File: src/rtl/proc_uart_pkg.sv
// Shared types and constants for the processor output-port UART.
// Optional build macro: UART_PARITY_EN (adds an even-parity bit, 8E1).
package proc_uart_pkg;

  typedef enum logic [2:0] {
    IDLE,
    START,
    DATA,
    PARITY,
    STOP
  } uart_state_e;

  localparam int   DATA_BITS = 8;
  localparam logic TX_IDLE   = 1'b1;
  localparam logic TX_START  = 1'b0;

endpackage

File: src/rtl/proc_out_fifo.sv
// Byte capture FIFO between the core output port and the UART.
// Registered full/empty/count; pointers wrap modulo DEPTH.
module proc_out_fifo
  import proc_uart_pkg::*;
#(
  parameter int DEPTH = 4
) (
  input  logic                     clk,
  input  logic                     rst_n,
  input  logic                     push,
  input  logic [7:0]               din,
  input  logic                     pop,
  output logic [7:0]               dout,
  output logic                     full,
  output logic                     empty,
  output logic [$clog2(DEPTH):0]   count
);

  localparam int AW = $clog2(DEPTH);
  localparam int CW = AW + 1;

  logic [7:0]    mem_q [DEPTH];
  logic [AW-1:0] wptr_q, wptr_d;
  logic [AW-1:0] rptr_q, rptr_d;
  logic [CW-1:0] cnt_q, cnt_d;
  logic          wr, rd;

  assign full  = (cnt_q == CW'(DEPTH));
  assign empty = (cnt_q == '0);
  assign count = cnt_q;
  assign dout  = mem_q[rptr_q];
  assign wr    = push && !full;
  assign rd    = pop && !empty;

  // Pointer and occupancy update; simultaneous push/pop keeps count.
  always_comb begin
    wptr_d = wptr_q;
    rptr_d = rptr_q;
    cnt_d  = cnt_q;
    if (wr) wptr_d = wptr_q + AW'(1);
    if (rd) rptr_d = rptr_q + AW'(1);
    if (wr && !rd) cnt_d = cnt_q + CW'(1);
    else if (!wr && rd) cnt_d = cnt_q - CW'(1);
  end

  // Pointer/count registers with synchronous flush.
  always_ff @(posedge clk) begin
    if (!rst_n) begin
      wptr_q <= '0;
      rptr_q <= '0;
      cnt_q  <= '0;
    end else begin
      wptr_q <= wptr_d;
      rptr_q <= rptr_d;
      cnt_q  <= cnt_d;
    end
  end

  // Storage array; contents are don't-care until written.
  always_ff @(posedge clk) begin
    if (wr) mem_q[wptr_q] <= din;
  end

endmodule

File: src/rtl/proc_out_uart_tx.sv
// Serialises bytes written to the core output port as UART frames.
// Optional build macro: UART_PARITY_EN (even parity, 8E1 frames).
module proc_out_uart_tx
  import proc_uart_pkg::*;
#(
  parameter int BAUD_DIV   = 868,
  parameter int FIFO_DEPTH = 4
) (
  input  logic                          clk,
  input  logic                          rst_n,
  input  logic [7:0]                    out_data,
  input  logic                          out_valid,
  output logic                          out_ready,
  output logic                          tx,
  output logic                          busy,
  output logic [$clog2(FIFO_DEPTH):0]   fifo_count,
  output logic                          overflow
);

  localparam logic [15:0] BAUD_TC = 16'(BAUD_DIV - 1);
  localparam logic [2:0]  BIT_TC  = 3'(DATA_BITS - 1);

  uart_state_e state_q, state_d;
  logic [15:0] baud_q, baud_d;
  logic [2:0]  bit_q, bit_d;
  logic [7:0]  shift_q, shift_d;
  logic        tx_q, tx_d;
  logic        ovf_q, ovf_d;
`ifdef UART_PARITY_EN
  logic        par_q, par_d;
`endif

  logic       full, empty, pop, last;
  logic [7:0] head;

  proc_out_fifo #(
    .DEPTH (FIFO_DEPTH)
  ) u_fifo (
    .clk   (clk),
    .rst_n (rst_n),
    .push  (out_valid),
    .din   (out_data),
    .pop   (pop),
    .dout  (head),
    .full  (full),
    .empty (empty),
    .count (fifo_count)
  );

  assign out_ready = !full;
  assign tx        = tx_q;
  assign overflow  = ovf_q;
  assign busy      = (state_q != IDLE) || !empty;
  assign last      = (baud_q == BAUD_TC);

  // Frame sequencer: tx is registered and set for the state being entered.
  always_comb begin
    state_d = state_q;
    baud_d  = baud_q;
    bit_d   = bit_q;
    shift_d = shift_q;
    tx_d    = tx_q;
    ovf_d   = ovf_q;
    pop     = 1'b0;
`ifdef UART_PARITY_EN
    par_d   = par_q;
`endif
    if (out_valid && full) ovf_d = 1'b1;
    if (state_q != IDLE) baud_d = last ? '0 : baud_q + 16'd1;
    case (state_q)
      IDLE: begin
        if (!empty) begin
          pop     = 1'b1;
          shift_d = head;
          state_d = START;
          tx_d    = TX_START;
          baud_d  = '0;
          bit_d   = '0;
`ifdef UART_PARITY_EN
          par_d   = ^head;
`endif
        end
      end
      START: begin
        if (last) begin
          state_d = DATA;
          tx_d    = shift_q[0];
        end
      end
      DATA: begin
        if (last) begin
          if (bit_q == BIT_TC) begin
`ifdef UART_PARITY_EN
            state_d = PARITY;
            tx_d    = par_q;
`else
            state_d = STOP;
            tx_d    = TX_IDLE;
`endif
          end else begin
            bit_d   = bit_q + 3'd1;
            shift_d = {1'b0, shift_q[7:1]};
            tx_d    = shift_q[1];
          end
        end
      end
`ifdef UART_PARITY_EN
      PARITY: begin
        if (last) begin
          state_d = STOP;
          tx_d    = TX_IDLE;
        end
      end
`endif
      STOP: begin
        if (last) begin
          if (!empty) begin
            pop     = 1'b1;
            shift_d = head;
            state_d = START;
            tx_d    = TX_START;
            bit_d   = '0;
`ifdef UART_PARITY_EN
            par_d   = ^head;
`endif
          end else begin
            state_d = IDLE;
            tx_d    = TX_IDLE;
          end
        end
      end
      default: begin
        state_d = IDLE;
        tx_d    = TX_IDLE;
        baud_d  = '0;
      end
    endcase
  end

  // Sequencer state with synchronous reset; reset abandons a partial frame.
  always_ff @(posedge clk) begin
    if (!rst_n) begin
      state_q <= IDLE;
      baud_q  <= '0;
      bit_q   <= '0;
      shift_q <= '0;
      tx_q    <= TX_IDLE;
      ovf_q   <= 1'b0;
`ifdef UART_PARITY_EN
      par_q   <= 1'b0;
`endif
    end else begin
      state_q <= state_d;
      baud_q  <= baud_d;
      bit_q   <= bit_d;
      shift_q <= shift_d;
      tx_q    <= tx_d;
      ovf_q   <= ovf_d;
`ifdef UART_PARITY_EN
      par_q   <= par_d;
`endif
    end
  end

endmodule

File: config.mk
export PLATFORM = sky130hd
export DESIGN_NAME = proc_out_uart_tx
export DESIGN_NICKNAME = d
export VERILOG_FILES = /design/src/rtl/proc_uart_pkg.sv /design/src/rtl/proc_out_fifo.sv /design/src/rtl/proc_out_uart_tx.sv
export SDC_FILE = /design/constraint.sdc
export NUM_CORES = 1
export LEC_CHECK = 0
export CAP_MARGIN = 15
export CORE_ASPECT_RATIO = 0.75
export CORE_MARGIN = 5
export CORE_UTILIZATION = 30
export CTS_BUF_LIST = sky130_fd_sc_hd__clkbuf_8
export CTS_CLUSTER_SIZE = 16
export DETAILED_ROUTE_END_ITERATION = 12
export HOLD_SLACK_MARGIN = 0.03
export PLACE_DENSITY = 0.47
export SLEW_MARGIN = 20
export SYNTH_ARGS = -nofsm -noshare
export SYNTH_HDL_FRONTEND = slang
export SYNTH_HIERARCHICAL = 1
export SYNTH_SLANG_ARGS = --single-unit
export TNS_END_PERCENT = 1
File: constraint.sdc
create_clock -name clk -period 3.42 [get_ports clk]
set_input_delay 0.684 -clock clk [delete_from_list [all_inputs] [get_ports clk]]
set_output_delay 0.684 -clock clk [all_outputs]
set_load 0.02 [all_outputs]
After elaboration in Yosys (flattened, before gate mapping)
Memories as Yosys holds them, arrays and structs flattened. A register that Yosys moved wholly into a read port is not among the register bits.
Cells that the tools add are included.
{"block": "word_totals", "regBits": 39, "ram_bits": 32, "out_inout_bits": 7, "elab_cells": 84, "n_memories": 1}
{"block": "classes", "add_sub_neg": 6, "eq_ne": 12, "muxes": 37, "n_reduce_logical": 19}
{"memory": "u_fifo.mem_q", "words": 4, "width": 8, "read_ports": 1, "rd_ports_with_merged_regs": 1, "write_ports": 1, "line_no": "proc_out_fifo.sv:22", "rtl": "logic [7:0] mem_q [DEPTH];"}
{"cell": "16-bit 2-to-1 mux", "n": 3}
{"cell": "3-bit 2-to-1 mux", "n": 11}
{"cell": "8-bit 2-to-1 mux", "n": 4}
{"cell": "16-bit case mux with 2 select lines", "n": 1}
{"cell": "8-bit case mux with 3 select lines", "n": 1}
{"cell": "16-bit by 1-bit adder with 16-bit output, second input constant", "n": 1}
{"cell": "16-bit by 10-bit == test with 1-bit output, second input constant", "n": 1}
{"cell": "2-bit inequality test, second input constant", "n": 6}
{"cell": "3-bit case mux with 4 select lines", "n": 1}
{"cell": "1-bit 2-to-1 mux", "n": 11}
{"cell": "3-bit == test, second input constant", "n": 3}
{"cell": "3-bit case mux with 3 select lines", "n": 1}
{"cell": "4-bit AND reduction", "n": 2}
{"cell": "3-bit by 1-bit adder with 3-bit output, second input constant", "n": 2}
{"cell": "3-bit logical NOT", "n": 2}
{"cell": "3-bit nonzero test", "n": 2}
{"cell": "1-bit logical AND", "n": 5}
{"cell": "5-bit AND reduction", "n": 1}
{"cell": "2-bit by 1-bit adder with 2-bit output, second input constant", "n": 2}
{"cell": "1-bit logical NOT", "n": 4}
{"cell": "2-bit 2-to-1 mux", "n": 2}
{"cell": "1-bit case mux with 4 select lines", "n": 1}
{"cell": "3-bit by 1-bit == test with 1-bit output, second input constant", "n": 1}
{"cell": "3-bit by 2-bit == test with 1-bit output, second input constant", "n": 1}
{"cell": "5 further kinds", "n": 5}

Depth between registers and ports, before layout
{"block": "logic_depth", "depth_word": 8, "depth_mapped": 11, "depth_no_buf": 11}

By module
The synthesis kept the hierarchy.
{"mod": "proc_out_uart_tx", "n_inst": 1, "cells_per_inst": 193, "area_each_um2": 1704.1}
{"mod": "proc_out_fifo", "n_inst": 1, "cells_per_inst": 90, "area_each_um2": 1639.1}

Worst setup path before layout
No wires, ideal clock.
{"block": "synth_timing", "kind": "reg-to-reg", "from": "register baud_q[0]", "to": "register u_fifo.cnt_q[2] (netlist: u_fifo/count[2])", "arrival_ps": 2692, "t_required_ps": 3350, "slack_ps": 658, "stages_incl_launch_ff": 12, "path_cell_list": "dfxtp_1 -> ha_1 -> nor4b_4 -> nand4_4 -> a2111oi_0 -> o31ai_2 -> ha_1 -> inv_1 -> fa_1 -> xor2_1 -> or3_1 -> a21boi_1"}
{"block": "synth_between", "elab_chain_len": 7, "word_cells_on_any_way": 9, "classes_between": "eq/ne (1); mux (3); reduce/logical (5)"}
{"element": "start: declaration", "line_no": "proc_out_uart_tx.sv:24", "rtl": "logic [15:0] baud_q, baud_d;"}
{"element": "start signal: assignment", "line_no": "proc_out_uart_tx.sv:154", "rtl": "baud_q <= baud_d;"}
{"element": "16-bit by 10-bit == test with 1-bit output *", "line_no": "proc_out_uart_tx.sv:54", "rtl": "assign last = (baud_q == BAUD_TC);"}
{"element": "1-bit 2-to-1 mux *", "line_no": "proc_out_uart_tx.sv:116", "rtl": "if (last) begin"}
{"element": "1-bit case mux with 2 select lines *", "line_no": "proc_out_uart_tx.sv:70", "rtl": "case (state_q)"}
{"element": "net pop", "line_no": "proc_out_uart_tx.sv:33", "rtl": "logic full, empty, pop, last;"}
{"element": "1-bit logical AND *", "line_no": "proc_out_fifo.sv:33", "rtl": "assign rd = pop && !empty;"}
{"element": "1-bit logical NOT", "line_no": "proc_out_fifo.sv:42", "rtl": "if (wr && !rd) cnt_d = cnt_q + CW'(1);"}
{"element": "1-bit logical AND", "line_no": "proc_out_fifo.sv:42"}
{"element": "3-bit 2-to-1 mux or 2-bit nonzero test (tied branches)"}
{"element": "end signal: assignment", "line_no": "proc_out_fifo.sv:55", "rtl": "cnt_q <= cnt_d;"}
{"element": "end: declaration", "line_no": "proc_out_fifo.sv:25", "rtl": "logic [CW-1:0] cnt_q, cnt_d;"}
The timed path passes the listed nets; every way through them passes the cells marked *.
A chain may end at the register's enable or synchronous reset.

Worst setup path in the final report
Ends and elaborated chain as after synthesis.

==> out/results.txt <==
Grt ovf = 0
Routed Antenna Nets = 0
Final count of pins violating max slew = 0
Number of diodes = 0
Setup TNS Final = 0 ps
Area Growth Syn to Fin = 14.5%
Final WL = 6180 um
Port-buffer cells = 17
Min Tclk post-route = 3000 ps
Largest area contributor in the synthesized netlist = edfxtp_1
F_max = 333 MHz
Placed wire-length estimate = 4440 um
Worst skew pair latency = 350 ps
Mapped Nets = 303
DR iter-0 viols = 102
Static leakage = 0.00130 uW
Routed len/inst = 13.9 um
CP Data Required Time = 3700 ps
Core Region = 10,900 um2
Design area = 3830 um2
# clock sinks = 73
DIE WIDTH = 132 um
Number of global-route vias before repair = 2,122
DIE HEIGHT = 101 um
Final period util = 87.7%
Die ar. = 13,400 um2
Sequential share of the synthesized area = 53.3%
Share of the synthesized area in the top cell type = 28.7%
Cell mode on critical path = ha_1
Logic pwr share = 32.5%
Worst hold path type = reg2reg
Routing usage on met2 = 15.0%
Sw frac = 35.4%
CP peak stage delay = 670 ps
Layout Skew = 11.3 ps
RSZ-0062 raised after global routing = no
Crit-path max FO = 7
Total track usage = 10.1%
Post-synth ARST share = 0%
Setup-failing EPs final = 0
Post-Syn Instances = 283
Critical Path AT = 3290 ps
Max VDD drop = 0.218 mV
Largest net degree at the start of global routing = 16
Max-Cap Viols = 0
Worst Tran Pin Value = 699 ps
Critical Path End Type = flop
Via density = 4.68
First-pass GRT wire length = 10,700 um
Family with the most delay on the worst path = compound AO/OA/AOI/OAI gates
Share of cells above drive strength 1 = 17.0%
CTS tree = built
Placed Area = 3620 um2
HP Start = bit_q[1]
Post-synth EDFFs = 32
Mapped cell area = 3340 um2
Gp weighted congestion = 0.718
CTS max path bufs = 2
Final hold viol count = 0
Syn avg cell area = 11.8 um2
Antenna violations before repair = 0
Startpoint types = flop
M1 GR Usage = 13.8%
DR pass1 iterations = 4
Ys Warns = 6
DR vias = 2,086
Layer with the highest usage = met2
Clock Tree Root = clkbuf_8
Initial Util = 30.7%
Clock Power Share = 25.5%
Result of the run = finished, final reports clean
Seq cells post-synth = 73
IO Count = 18
Post-route DRC = 0
Worst slew margin = 53.4%
Met3 GRT Util = 3.62%
Sequential power share = 42.0%
Clock slew at reported path FFs = 80 ps
Depth of the CTS H-tree = 3
Nets = 321
CP Launch Point = baud_q[0]
Buffers plus inverters on the worst setup path = 1
Ys flop type = dfxtp_1
Row cnt = 33
Synth cell types = 56
CP max-delay cell = a2111oi_1
Critical path cell sequence = ha_1 > nor4b_4 > nand4_4 > a2111oi_1 > o31ai_2 > ha_1 > inv_1 > fa_1 > xor2_1 > or3_1 > a21boi_1
Leading post-synthesis cells by cell area = edfxtp_1 29%, dfxtp_1 25%, mux4_2 5.4%
Worst r2r src = baud_q[0]
P_sw = 989 uW
P_int = 1810 uW
Num CTS Buffers = 9
Tot Pwr = 2800 uW
PwrDens = 731 nW/um2
Setup Crit Path Kind = reg2reg
[through the flow]
step	hold slack, ps	cells	setup slack (ps)	utilization (%)
after floorplan	450	283	658	-
after global placement	455	430	445	33.2
after detailed placement	462	430	280	33.2
after CTS	484	446	247	35.1
after global routing	515	446	166	35.1
final	479	446	419	35.1
[path summary, 6_finish.rpt]
kind	end	slack, ps	depth (start not counted)
min	bit_q[1]	480	2
max	u_fifo/count[2]	420	11
max reg2reg	u_fifo/count[2]	420	11
min reg2reg	bit_q[1]	480	2
[power by group through the flow]
stage | Sequential (uW) | Clock (uW) | Combinational (uW)
floorplan | 1140 | 0 | 772
global placement | 1200 | 0 | 921
detailed placement | 1200 | 0 | 922
CTS | 1180 | 738 | 925
global route | 1200 | 778 | 1020
finish | 1180 | 712 | 909
[cells by family (layout without fill, tap and decap cells)]
logic type / Yosys count / after routing / synth area share [%]
flip-flops: 73 / 73 / 53.3
XOR/XNOR: 20 / 20 / 5.24
buffers and inverters: 21 / 44 / 3.67
adder cells (fa/ha/maj): 9 / 9 / 3.59
multiplexers: 12 / 12 / 6.59
AO/OA/AOI/OAI: 47 / 47 / 10.2
AND/OR/NAND/NOR: 101 / 101 / 17.4
[synth_stat cells, types with 2 or more instances]
library cell   n
and4_1         2
nor3b_2        2
nor2b_1        2
inv_1          8
nand2_1       29
and2_1         9
a311oi_1       7
o21ai_0        6
buf_2          5
a2111oi_0      2
nor3_1         2
edfxtp_1      32
a21oi_1       19
nor2_2        11
nand4_1        6
clkbuf_1       2
mux2i_1        4
mux4_2         8
dfxtp_1       41
buf_6          3
nand3_1        6
ha_1           8
xnor2_1        8
xor2_1        12
nor2_1        18
[tightest hold or removal path, stage by stage (launching register included)]
cell     delay [ps]
dfxtp_1         320
o21ai_0          70
a21oi_1          60
[cell usage in the layout (no fill, tap or decap), drive strengths merged, types with 6 or more instances in the layout]
cell,count
clkdlybuf4s50,17
a21oi,19
clkbuf,9
inv,13
dfxtp,41
nor2,29
a311oi,7
edfxtp,32
nand3,6
nand2,30
mux4,8
xor2,12
ha,8
nand4,7
and2,9
xnor2,8
o21ai,7
[flip-flops by register name, summed over array words and instances (netlist names), named ones only]
register,cells
bit_q,3
state_q,3
overflow,1
tx,1
u_fifo/wptr_q,2
baud_q,16
u_fifo/count,3
u_fifo/mem_q,32
u_fifo/rptr_q,2
shift_q,8
[layer usage]
metal | routed length [um] | vias up
met4 | 64 | 0
li1 | - | 1059
met1 | 3260 | 997
met5 | 0 | -
met2 | 2670 | 24
met3 | 190 | 6
[layout make-up]
cell class | count | area [um2]
multi-input cells | 189 | 1440
clock buffers | 9 | 124
flip-flops and latches | 73 | 1780
well taps | 140 | 175
clock inverters | 7 | 83.8
fillers | 1135 | 7070
inverters | 8 | 30.0
repair buffers | 20 | 193
[repair_timing]
action	4_1_cts	5_1_grt
endpoints found under the hold margin	0	0
hold buffers	0	0
endpoints found under the setup margin	0	1
buffers inserted	0	0
gates resized for setup	0	1
Power figures use the tool's default switching activity.
